## src/rtl/riscv_mem_arbiter_if.sv

```systemverilog
// Request, response and memory bus signals of the instruction/data memory arbiter.
// The master view belongs to the arbiter; the slave view belongs to requesters and memory.
interface riscv_mem_arbiter_if;
    logic        instr_read;
    logic [31:0] instr_address;
    logic [31:0] instr_value;
    logic        instr_ready;

    logic        data_read;
    logic        data_write;
    logic [31:0] data_address;
    logic [31:0] data_in;
    logic [31:0] data_out;
    logic        data_ready;

    logic [31:0] memory_address;
    logic [31:0] memory_out;
    logic        memory_read;
    logic        memory_write;
    logic [31:0] memory_in;
    logic        memory_read_ready;
    logic        memory_write_ready;
    logic        bus_error;

    modport master (
        input  instr_read,
        input  instr_address,
        input  data_read,
        input  data_write,
        input  data_address,
        input  data_in,
        input  memory_in,
        input  memory_read_ready,
        input  memory_write_ready,
        output instr_value,
        output instr_ready,
        output data_out,
        output data_ready,
        output memory_address,
        output memory_out,
        output memory_read,
        output memory_write,
        output bus_error
    );

    modport slave (
        output instr_read,
        output instr_address,
        output data_read,
        output data_write,
        output data_address,
        output data_in,
        output memory_in,
        output memory_read_ready,
        output memory_write_ready,
        input  instr_value,
        input  instr_ready,
        input  data_out,
        input  data_ready,
        input  memory_address,
        input  memory_out,
        input  memory_read,
        input  memory_write,
        input  bus_error
    );
endinterface

```

## src/rtl/riscv_mem_arbiter.sv

```systemverilog
// Single-port memory arbiter between instruction fetch and data access,
// with bounded data starvation and a wait-state timeout.
module riscv_mem_arbiter #(
    parameter int STARVE_LIMIT = 4,
    parameter int TIMEOUT      = 255
) (
    input  logic                  clock,
    input  logic                  reset,
    riscv_mem_arbiter_if.master   bus
);

    localparam int SW = (STARVE_LIMIT > 0) ? $clog2(STARVE_LIMIT + 1) : 1;
    localparam logic [SW-1:0] SLIM = SW'(STARVE_LIMIT);
    localparam logic STARVE_ON = (STARVE_LIMIT != 0);
    localparam logic [7:0] TO_LAST = (TIMEOUT > 0) ? 8'(TIMEOUT - 1) : 8'd0;

    typedef enum logic [1:0] {
        IDLE,
        ISSUE,
        WAIT,
        RESP
    } state_t;

    state_t      state_q, state_nx;
    logic        owner_q, owner_nx;
    logic        write_q, write_nx;
    logic [31:0] addr_q, addr_nx;
    logic [31:0] wdata_q, wdata_nx;
    logic [31:0] rdata_q, rdata_nx;
    logic        err_q, err_nx;
    logic [SW-1:0] starve_q, starve_nx;
    logic [7:0]  wait_q, wait_nx;

    logic instr_pend;
    logic data_pend;
    logic data_win;
    logic ack;

    assign instr_pend = bus.instr_read;
    assign data_pend  = bus.data_read | bus.data_write;

    // Data only overtakes a pending fetch once the starvation budget is used up.
    assign data_win = data_pend &
                      (~instr_pend | (STARVE_ON & (starve_q == SLIM)));

    assign ack = write_q ? bus.memory_write_ready : bus.memory_read_ready;

    always_ff @(posedge clock or negedge reset) begin
        if (!reset) begin
            state_q  <= IDLE;
            owner_q  <= 1'b0;
            write_q  <= 1'b0;
            addr_q   <= '0;
            wdata_q  <= '0;
            rdata_q  <= '0;
            err_q    <= 1'b0;
            starve_q <= '0;
            wait_q   <= '0;
        end else begin
            state_q  <= state_nx;
            owner_q  <= owner_nx;
            write_q  <= write_nx;
            addr_q   <= addr_nx;
            wdata_q  <= wdata_nx;
            rdata_q  <= rdata_nx;
            err_q    <= err_nx;
            starve_q <= starve_nx;
            wait_q   <= wait_nx;
        end
    end

    always_comb begin
        state_nx  = state_q;
        owner_nx  = owner_q;
        write_nx  = write_q;
        addr_nx   = addr_q;
        wdata_nx  = wdata_q;
        rdata_nx  = rdata_q;
        err_nx    = err_q;
        starve_nx = starve_q;
        wait_nx   = wait_q;
        unique case (state_q)
            IDLE: begin
                if (instr_pend | data_pend) begin
                    state_nx = ISSUE;
                    owner_nx = data_win;
                    write_nx = data_win & bus.data_write;
                    addr_nx  = data_win ? bus.data_address : bus.instr_address;
                    wdata_nx = data_win ? bus.data_in : '0;
                    rdata_nx = '0;
                    err_nx   = 1'b0;
                    if (data_win) begin
                        starve_nx = '0;
                    end else if (data_pend && (starve_q != SLIM)) begin
                        starve_nx = starve_q + SW'(1);
                    end
                end
            end
            ISSUE: begin
                state_nx = WAIT;
                wait_nx  = '0;
            end
            WAIT: begin
                if (ack) begin
                    state_nx = RESP;
                    rdata_nx = write_q ? '0 : bus.memory_in;
                end else if (wait_q == TO_LAST) begin
                    state_nx = RESP;
                    rdata_nx = '0;
                    err_nx   = 1'b1;
                end else begin
                    wait_nx = wait_q + 8'd1;
                end
            end
            RESP: begin
                state_nx = IDLE;
            end
            default: begin
                state_nx = IDLE;
            end
        endcase
    end

    logic busy;
    logic resp;

    assign busy = (state_q == ISSUE) | (state_q == WAIT);
    assign resp = (state_q == RESP);

    assign bus.memory_read    = (state_q == ISSUE) & ~write_q;
    assign bus.memory_write   = (state_q == ISSUE) & write_q;
    assign bus.memory_address = busy ? addr_q : '0;
    assign bus.memory_out     = busy ? wdata_q : '0;

    assign bus.instr_ready = resp & ~owner_q;
    assign bus.data_ready  = resp & owner_q;
    assign bus.instr_value = bus.instr_ready ? rdata_q : '0;
    assign bus.data_out    = bus.data_ready ? rdata_q : '0;
    assign bus.bus_error   = resp & err_q;

endmodule
```

## src/flat_wrapper.sv

```systemverilog
// flat-port wrapper written by rule: the top's interface ports become plain ports
module riscv_mem_arbiter_flat 
#(
    parameter int STARVE_LIMIT = 4,
    parameter int TIMEOUT      = 255
)
  (clock, reset, bus_instr_read, bus_instr_address, bus_data_read, bus_data_write, bus_data_address, bus_data_in, bus_memory_in, bus_memory_read_ready, bus_memory_write_ready, bus_instr_value, bus_instr_ready, bus_data_out, bus_data_ready, bus_memory_address, bus_memory_out, bus_memory_read, bus_memory_write, bus_bus_error);
  riscv_mem_arbiter_if bus_i ();
  input  logic clock;
  input  logic reset;
  input wire logic [$bits(bus_i.instr_read)-1:0] bus_instr_read;
  input wire logic [$bits(bus_i.instr_address)-1:0] bus_instr_address;
  input wire logic [$bits(bus_i.data_read)-1:0] bus_data_read;
  input wire logic [$bits(bus_i.data_write)-1:0] bus_data_write;
  input wire logic [$bits(bus_i.data_address)-1:0] bus_data_address;
  input wire logic [$bits(bus_i.data_in)-1:0] bus_data_in;
  input wire logic [$bits(bus_i.memory_in)-1:0] bus_memory_in;
  input wire logic [$bits(bus_i.memory_read_ready)-1:0] bus_memory_read_ready;
  input wire logic [$bits(bus_i.memory_write_ready)-1:0] bus_memory_write_ready;
  output wire logic [$bits(bus_i.instr_value)-1:0] bus_instr_value;
  output wire logic [$bits(bus_i.instr_ready)-1:0] bus_instr_ready;
  output wire logic [$bits(bus_i.data_out)-1:0] bus_data_out;
  output wire logic [$bits(bus_i.data_ready)-1:0] bus_data_ready;
  output wire logic [$bits(bus_i.memory_address)-1:0] bus_memory_address;
  output wire logic [$bits(bus_i.memory_out)-1:0] bus_memory_out;
  output wire logic [$bits(bus_i.memory_read)-1:0] bus_memory_read;
  output wire logic [$bits(bus_i.memory_write)-1:0] bus_memory_write;
  output wire logic [$bits(bus_i.bus_error)-1:0] bus_bus_error;
  assign bus_i.instr_read = bus_instr_read;
  assign bus_i.instr_address = bus_instr_address;
  assign bus_i.data_read = bus_data_read;
  assign bus_i.data_write = bus_data_write;
  assign bus_i.data_address = bus_data_address;
  assign bus_i.data_in = bus_data_in;
  assign bus_i.memory_in = bus_memory_in;
  assign bus_i.memory_read_ready = bus_memory_read_ready;
  assign bus_i.memory_write_ready = bus_memory_write_ready;
  assign bus_instr_value = bus_i.instr_value;
  assign bus_instr_ready = bus_i.instr_ready;
  assign bus_data_out = bus_i.data_out;
  assign bus_data_ready = bus_i.data_ready;
  assign bus_memory_address = bus_i.memory_address;
  assign bus_memory_out = bus_i.memory_out;
  assign bus_memory_read = bus_i.memory_read;
  assign bus_memory_write = bus_i.memory_write;
  assign bus_bus_error = bus_i.bus_error;
  riscv_mem_arbiter #(.STARVE_LIMIT(STARVE_LIMIT), .TIMEOUT(TIMEOUT)) u_core (.clock(clock), .reset(reset), .bus(bus_i));
endmodule
```

## config.mk

```make
export PLATFORM = sky130hd
export DESIGN_NAME = riscv_mem_arbiter_flat
export DESIGN_NICKNAME = d
export VERILOG_FILES = /design/src/rtl/riscv_mem_arbiter_if.sv /design/src/rtl/riscv_mem_arbiter.sv /design/src/flat_wrapper.sv
export SDC_FILE = /design/constraint.sdc
export NUM_CORES = 1
export LEC_CHECK = 0
export ABC_CLOCK_PERIOD_IN_PS = 4700
export BUFFER_PORTS_ARGS = -buffer_cell sky130_fd_sc_hd__buf_2
export CAP_MARGIN = 20
export CORE_UTILIZATION = 28
export CTS_CLUSTER_SIZE = 25
export DETAILED_ROUTE_END_ITERATION = 10
export HOLD_SLACK_MARGIN = 0.15
export SYNTH_ARGS = -nofsm -noshare
export SYNTH_HDL_FRONTEND = slang
export SYNTH_SLANG_ARGS = --single-unit
```

## constraint.sdc

```tcl
create_clock -name clock -period 4.7 [get_ports clock]
set_clock_uncertainty 0.15 [all_clocks]
set_input_delay 0.94 -clock clock [delete_from_list [all_inputs] [get_ports clock]]
set_output_delay 0.94 -clock clock [all_outputs]
set_load 0.02 [all_outputs]
```

# ---- After elaboration in Yosys (flattened, before gate mapping)
# Cells that the tools add are included.
dict set report op_classes {
  addsub 2
  eq_ne 11
  muxes 25
  bitwise 14
  n_reduce_logical 11
}
# operator n
set ops {}
lappend ops {{two-way mux 32 bit} 10}
lappend ops {{case mux 32 bit (2 select lines)} 1}
lappend ops {{two-way mux 8 bit} 2}
lappend ops {{case mux 8 bit (2 select lines)} 1}
lappend ops {{AND reduction 3 bit} 3}
lappend ops {{adder 8 x 1 -> 8 bit (second input constant)} 1}
lappend ops {{== test 8 bit (second input constant)} 1}
lappend ops {{case mux 2 bit (4 select lines)} 1}
lappend ops {{AND 1 bit} 7}
lappend ops {{two-way mux 2 bit} 3}
lappend ops {{two-way mux 3 bit} 2}
lappend ops {{nonzero test 2 bit} 3}
lappend ops {{== test 2 bit (second input constant)} 2}
lappend ops {{two-way mux 1 bit} 4}
lappend ops {{!= test 2 x 1 -> 1 bit (second input constant)} 2}
lappend ops {{!= test 2 bit (second input constant)} 2}
lappend ops {{bitwise OR 1 bit} 4}
lappend ops {{AND reduction 2 bit} 2}
lappend ops {{AND reduction 4 bit} 1}
lappend ops {{adder 3 x 1 -> 3 bit (second input constant)} 1}
lappend ops {{== test 3 bit (second input constant)} 1}
lappend ops {{!= test 3 x 1 -> 1 bit (second input constant)} 1}
lappend ops {{!= test 3 bit (second input constant)} 1}
lappend ops {{NOT 1 bit} 3}
lappend ops {{4 further kinds} 4}
dict set report totals {
  register_bits 112
  inputBits 135
  output_inout_bits 133
  word_cells 72
}

# ---- Longest topological paths before layout
# Gate-level depths: netlist of the first run.
dict set report logic_depth {
  word_depth 5
  depth_mapped 7
  ltp_nobuf 6
}

# ---- Worst setup path after synthesis of the first run
# Ideal clock, no wire load.
dict set report synth_path {
  kind {reg-to-output}
  from {register u_core.state_q[0]}
  to {output port bus_instr_value[22]}
  arrival_ns 1.511
  t_required_ns 3.610
  path_slack_ns 2.099
  stages_incl_launch_ff 5
  path_buffers 1
  cell_sequence {dfrtp_1 > ha_1 > nor2b_1 > clkbuf_1 > and2_1}
}
dict set report synth_between {
  elab_chain_cells 3
}
# item line_no
set synth_lines {}
lappend synth_lines {{start, declared} riscv_mem_arbiter.sv:24} ;# state_t state_q, state_nx;
lappend synth_lines {{start signal, assigned} riscv_mem_arbiter.sv:60} ;# state_q <= state_nx;
lappend synth_lines {{== test 2 bit} riscv_mem_arbiter.sv:128} ;# assign resp = (state_q == RESP);
lappend synth_lines {{AND 1 bit} riscv_mem_arbiter.sv:135} ;# assign bus.instr_ready = resp & ~owner_q;
lappend synth_lines {{via bus_instr_ready} flat_wrapper.sv:21} ;# output wire logic [$bits(bus_i.instr_ready)-1:0] bus_instr_ready;
lappend synth_lines {{two-way mux 32 bit} riscv_mem_arbiter.sv:137} ;# assign bus.instr_value = bus.instr_ready ? rdata_q : '0;
lappend synth_lines {{end, declared} flat_wrapper.sv:20} ;# output wire logic [$bits(bus_i.instr_value)-1:0] bus_instr_value;
# The timed path passes the listed nets, and every way through them passes these cells.

# ---- Worst setup path after layout of the first run
dict set report layout_path {
  from {register u_core.state_q[0]}
  to {output port bus_memory_address[12]}
}
dict set report layout_between {
  elab_chain_cells 3
  elab_cells_between_ends 4
  cone_classes {eq/ne (2); mux (1); bitwise (1)}
}
# item line_no
set layout_lines {}
lappend layout_lines {{== test 2 x 1 -> 1 bit / == test 2 bit (equally long branches)} riscv_mem_arbiter.sv:127} ;# assign busy = (state_q == ISSUE) | (state_q == WAIT);
lappend layout_lines {{bitwise OR 1 bit (*)} riscv_mem_arbiter.sv:127}
lappend layout_lines {{two-way mux 32 bit (*)} riscv_mem_arbiter.sv:132} ;# assign bus.memory_address = busy ? addr_q : '0;
lappend layout_lines {{end, declared} flat_wrapper.sv:24} ;# output wire logic [$bits(bus_i.memory_address)-1:0] bus_memory_address;
# Every way passes the cells marked *; elsewhere a longest branch is shown, timed or not.

==> run summary, run 1 <==
status = complete, no violations
Crit Path Category = flop to primary output
first-pass GRT wire length = 23.43 mm
RSZ-0062 raised after global routing = false
DRT iter0 DRCs = 205
Reg clk slew, reported paths = 0.08 ns
sequential share of power = 33.5%
crit-path max FO = 68
Hold Path Class = flop to flop
Initial Util = 28.52%
Max clock buf depth = 2
period utilisation layout = 66.20%
gr usage total = 14.89%
Pleak = 4.135 nW
Slew Viols, Final = 0
Power Internal = 0.002498 W
final hold vios = 0
Post-DRT Antenna Nets = 0
Most used DFF post-synth = dfrtp_1
via count = 4839
cts hold-fix bufs = 0
DP Area = 0.007189 mm^2
Syn Inst Count = 532
Yosys top cell by area = dfrtp_1
cell area after synthesis = 0.005550 mm^2
DIE AREA = 0.02039 mm^2
crit end category = primary output
Max VDD drop = 338.5 uV
Net Sw Power = 0.001959 W
Synth area leaders = dfrtp_1 50%, and2_1 11%, a22o_1 10%, mux2i_1 6.1%, and3_1 3.7%
Post-Syn Nets = 675
setup TNS = 0 ns
port bufs = 267
Syn. warnings = 0
sequential fraction of the synthesis area = 50.50%
Finished Core Util = 38.44%
Final min period = 3.111 ns
CP arrival = 2.02 ns
total gr overflow = 0
WP data required = 3.61 ns
Final #Nets = 923
dpl hpwl = 10.84 mm
Clock Power Share = 16.8%
DRC Markers = 0
Comb power frac = 49.6%
Max Freq = 0.3214 GHz
drt total wl = 15.31 mm
htree depth = 3
Yosys reg bits = 112
count leader, synth = dfrtp_1
PD cells = 595.8 mW/mm^2
largest net degree at the start of global routing = 69
top post-synthesis cells by count = 112 x dfrtp_1, 98 x and2_1, 66 x a22o_1
Die W = 142.8 um
Reg2Reg Setup Slack = 2.14 ns
Post-CTS Resized = 0
die height = 142.8 um
Multi-input gate area = 0.002565 mm^2
GP Congestion = 0.7219
Fill cells = 1959
first drt pass iteration count = 4
Vias per Instance = 4.604
EDFF count, synth = 0
Root Buffer = clkbuf_16
Yosys top cell area share = 50.50%
initial antenna violation count = 1
Sw Ratio = 43.95%
Clock Sinks = 112
setup violators final = 0
crit start category = flop
Power Total = 0.004457 W
Design Area, Final = 0.007481 mm^2
vias in the first global route = 4417
asr flop ratio synth = 100.0%
CTS tree = done
mean cell area of the mapped netlist = 10.43 um^2
Core ar. = 0.01946 mm^2
Rel. slew slack = 37.75%
Netlist cell types = 41
Clock Latency Late Sink = 0.35 ns
layout cell share with drive strength beyond 1 = 38.60%
# rows = 51
WL/cell = 14.57 um
cts bufs inserted = 9
IO Count = 268
register area = 0.002803 mm^2
total of max-cap violations = 0
worst slew pin tran = 0.9338 ns
Layout Area Growth over Synthesis = 34.78%
postcts setup bufs = 0
==> layout make-up <==
type / count / area share [%]
diodes: 1 / 0.03345
clock buffers: 11 / 3.245
flip-flops and latches: 112 / 37.46
clock inverters: 5 / 0.5185
inverters: 7 / 0.3512
repair buffers: 278 / 19.67
multi-input cells: 372 / 34.29
well taps: 265 / 4.432
==> flip-flops by register name, indices dropped and copies added, names as in the netlist <==
signal           count
u_core.owner_q       1
u_core.addr_q       32
u_core.rdata_q      32
u_core.write_q       1
u_core.wait_q        8
u_core.err_q         1
u_core.starve_q      3
u_core.wdata_q      32
u_core.state_q       2
==> cell families (layout without fill, tap and decap cells) <==
kind of cell	after synthesis	count (layout)	share of synthesized area, %
mux	35	35	6.402
fa+ha+maj	8	8	1.803
flops	112	112	50.50
compound gates	122	122	16.46
buf+inv	48	301	3.629
simple gates	207	207	21.21
other cells	0	1	0
==> critical path, cell delays in order, from the launching register on <==
cell	delay, ns
dfrtp_1	0.40
inv_1	0.08
ha_1	0.28
buf_4	0.46
and2_1	0.23
buf_2	0.17
==> cell usage in the layout (no fill, tap or decap), types with 2 or more instances in the layout <==
cell       Yosys  routed
buf_12         0       4
and3_1        33      33
o311ai_0       3       3
nor3_1         2       2
and2_1        98      98
or3_1          2       2
nand3_1        6       6
nor2b_1        2       2
a22o_1        66      66
dfrtp_1      112     112
buf_4          3       7
or4_1          2       2
inv_6          0       2
o21ai_0       36      36
clkbuf_16      0       9
a21oi_1        3       3
inv_1          6       6
nand2_1       47      47
nor2_1         6       4
o211ai_1       5       5
ha_1           8       8
buf_2          8     266
mux2i_1       34      34
==> power by group through the flow <==
stage	Sequential, W	Combinational [W]	Clock [W]
after floorplan	0.00143	0.00157	0
after global placement	0.00151	0.00224	0
after detailed placement	0.00151	0.00225	0
after CTS	0.00149	0.00226	0.000789
after global routing	0.00154	0.00245	0.000825
final	0.00150	0.00221	0.000749
==> stage by stage <==
stage | instances | hold slack (ns) | setup WS, ns
2_1_floorplan | 532 | 0.2924 | 2.099
3_3_place_gp | 1032 | 0.3038 | 1.733
3_5_place_dp | 1033 | 0.3122 | 1.883
4_1_cts | 1049 | 0.3288 | 1.474
5_1_grt | 1051 | 0.3485 | 1.351
6_report | 1051 | 0.3222 | 1.589
==> routing by layer <==
layer	vias up	global-route usage, %	share of wire (%)
met5	-	0	0
met4	0	4.980	1.1
met3	13	4.158	7.2
met2	200	24.41	46
met1	2256	18.82	45
li1	2370	-	-
==> path summary, 6_finish.rpt <==
kind,start,end,depth (start not counted)
max,u_core.state_q[0]$_DFFE_PN0P_,bus_memory_address[12],5
min in group asynchronous,reset,u_core.state_q[1]$_DFFE_PN0P_,1
min,u_core.addr_q[13]$_DFFE_PN0P_,u_core.addr_q[13]$_DFFE_PN0P_,2
max reg2reg,u_core.state_q[0]$_DFFE_PN0P_,u_core.wait_q[4]$_DFFE_PN0P_,6
min reg2reg,u_core.addr_q[13]$_DFFE_PN0P_,u_core.addr_q[13]$_DFFE_PN0P_,2
max in group asynchronous,reset,u_core.addr_q[13]$_DFFE_PN0P_,2
No activity file was read; power rests on OpenSTA's default activity.
==> run 2, diff against run 1 <==
--- a/config.mk
+++ b/config.mk
@@ -5,7 +5,7 @@
 export SDC_FILE = /design/constraint.sdc
 export NUM_CORES = 1
 export LEC_CHECK = 0
-export ABC_CLOCK_PERIOD_IN_PS = 4700
+export ABC_CLOCK_PERIOD_IN_PS = 2700
 export BUFFER_PORTS_ARGS = -buffer_cell sky130_fd_sc_hd__buf_2
 export CAP_MARGIN = 20
 export CORE_UTILIZATION = 28
==> constraint.sdc (replaced) <==
create_clock -name clock -period 2.7 [get_ports clock]
set_clock_uncertainty 0.15 [all_clocks]
set_input_delay 0.54 -clock clock [delete_from_list [all_inputs] [get_ports clock]]
set_output_delay 0.54 -clock clock [all_outputs]
set_load 0.02 [all_outputs]
==> run 2 against run 1 <==
Effect of this change: final cell count up 0.67%; first-iteration DRC count down 5.4%; register-to-register slack worse by 1.6 ns; total power up 80%; non-clock buffer count up 8; setup slack worse by 1.4 ns; hold slack worse by 0.076 ns; clock-buffer cell count down 2; highest routed layer is now met5.
==> run summary, run 2 (synthesis gave the netlist of run 1 again) <==
Slew Viols, Final = 0
worst r2r dst = u_core.rdata_q[17]$_DFFE_PN0P_
final hold vios = 0
crit end category = primary output
Power Internal = 0.004543 W
GP Congestion = 0.7252
cts hold-fix bufs = 1
die height = 142.8 um
Clock Power Share = 17.4%
Layout Area Growth over Synthesis = 36.72%
port bufs = 267
gr usage total = 15.08%
total gr overflow = 0
Pleak = 4.187 nW
worst hold margin = 0.2461 ns
hold_sp = bus_data_in[14]
CP startpoint = u_core.state_q[0]$_DFFE_PN0P_
R2R cell count = 4
RSZ-0062 raised after global routing = false
Reg2Reg Setup Slack = 0.50 ns
launch point of the worst reg-to-reg path = u_core.state_q[0]$_DFFE_PN0P_
Comb power frac = 50.6%
Core ar. = 0.01946 mm^2
Crit Path Category = flop to primary output
Net Sw Power = 0.003461 W
Reg clk slew, reported paths = 0.08 ns
DIE AREA = 0.02039 mm^2
Max clock buf depth = 2
crit-path max FO = 68
largest net degree at the start of global routing = 113
most frequent cells in the layout = 266 x buf_2, 112 x dfrtp_1, 98 x and2_1
Vias per Instance = 4.549
CTS tree = done
Clock Latency Late Sink = 0.35 ns
total of max-cap violations = 0
Sw Ratio = 43.24%
DP Area = 0.007274 mm^2
Final min period = 2.475 ns
Root Buffer = clkbuf_16
WP data required = 2.01 ns
Hold Path Depth = 2
cts bufs inserted = 9
initial antenna violation count = 2
Die W = 142.8 um
layout cell share with drive strength beyond 1 = 39.22%
setup TNS = 0 ns
via count = 4813
Hold Path Class = input pin to flop
final cell count without fillers = 1058
IO Count = 268
# rows = 51
sequential share of power = 32.0%
top flop regs = u_core.addr_q (32), u_core.rdata_q (32), u_core.wdata_q (32)
placed insts = 1041
Design Area, Final = 0.007589 mm^2
Initial Util = 28.52%
vias in the first global route = 4340
most common cell after layout, fill and taps aside = buf_2
Max Freq = 0.4040 GHz
first drt pass iteration count = 4
CP arrival = 1.79 ns
dpl hpwl = 10.96 mm
Post-DRT Antenna Nets = 0
n_diodes = 0
Max VDD drop = 528.2 uV
hold path endpoint = u_core.wdata_q[14]$_DFFE_PN0P_
worst slew pin tran = 0.7965 ns
DRT iter0 DRCs = 194
first-pass GRT wire length = 23.64 mm
setup violators final = 0
crit start category = flop
postcts setup bufs = 0
WL/cell = 14.56 um
period utilisation layout = 91.67%
PD cells = 1055 mW/mm^2
Post-CTS Resized = 0
htree depth = 3
Clock Sinks = 112
status = complete, no violations
drt total wl = 15.40 mm
Rel. slew slack = 46.90%
DRC Markers = 0
Final #Nets = 931
## run 2: stage by stage
step / util [%] / setup slack, ns / total power [W]
after floorplan: - / 0.4989 / 0.005219
after global placement: 37.38 / 0.5543 / 0.006655
after detailed placement: 37.38 / 0.4807 / 0.006704
after CTS: 38.99 / 0.1463 / 0.008142
after global routing: 38.99 / 0.1009 / 0.008641
final: 38.99 / 0.2249 / 0.008005
## run 2: power groups by stage
stage	Combinational (W)	Clock (W)	Sequential, W
after floorplan	0.00273	0	0.00249
after global placement	0.00408	0	0.00258
after detailed placement	0.00412	0	0.00259
after CTS	0.00413	0.00145	0.00256
after global routing	0.00449	0.00151	0.00264
final	0.00405	0.00139	0.00256
## run 2: worst max-delay path, cell delays in order, from the launching register on
cell and delay (ns):
dfrtp_1 0.40, inv_1 0.08, ha_1 0.32, buf_12 0.23
and2_1 0.18, buf_2 0.17
## run 2: final cells by class
| type | instances | area (um^2) |
|---|---|---|
| Clock inverter | 7 | 78.83 |
| Clock buffer | 9 | 225.2 |
| Timing Repair Buffer | 286 | 1559 |
| Fill cell | 1942 | 11870 |
| Tap cell | 265 | 331.6 |
| Sequential cell | 112 | 2803 |
| Inverter | 7 | 26.28 |
| Multi-Input combinational cell | 372 | 2565 |
## run 2: worst max path at each step
stage	to	slack (ns)
6_report	bus_memory_address[12]	0.22
5_1_grt	bus_memory_out[5]	0.10
4_1_cts	bus_memory_out[5]	0.15
3_5_place_dp	u_core.rdata_q[17]$_DFFE_PN0P_	0.48
3_3_place_gp	bus_memory_out[5]	0.55
2_1_floorplan	bus_instr_value[22]	0.50
## run 2: routing by layer
metal,GRT usage (%),vias up,share of wire [%]
met1,18.65,2194,44
met4,6.565,2,2.1
met2,24.77,213,47
met5,0,-,0.052
li1,-,2389,-
met3,3.924,15,7.4
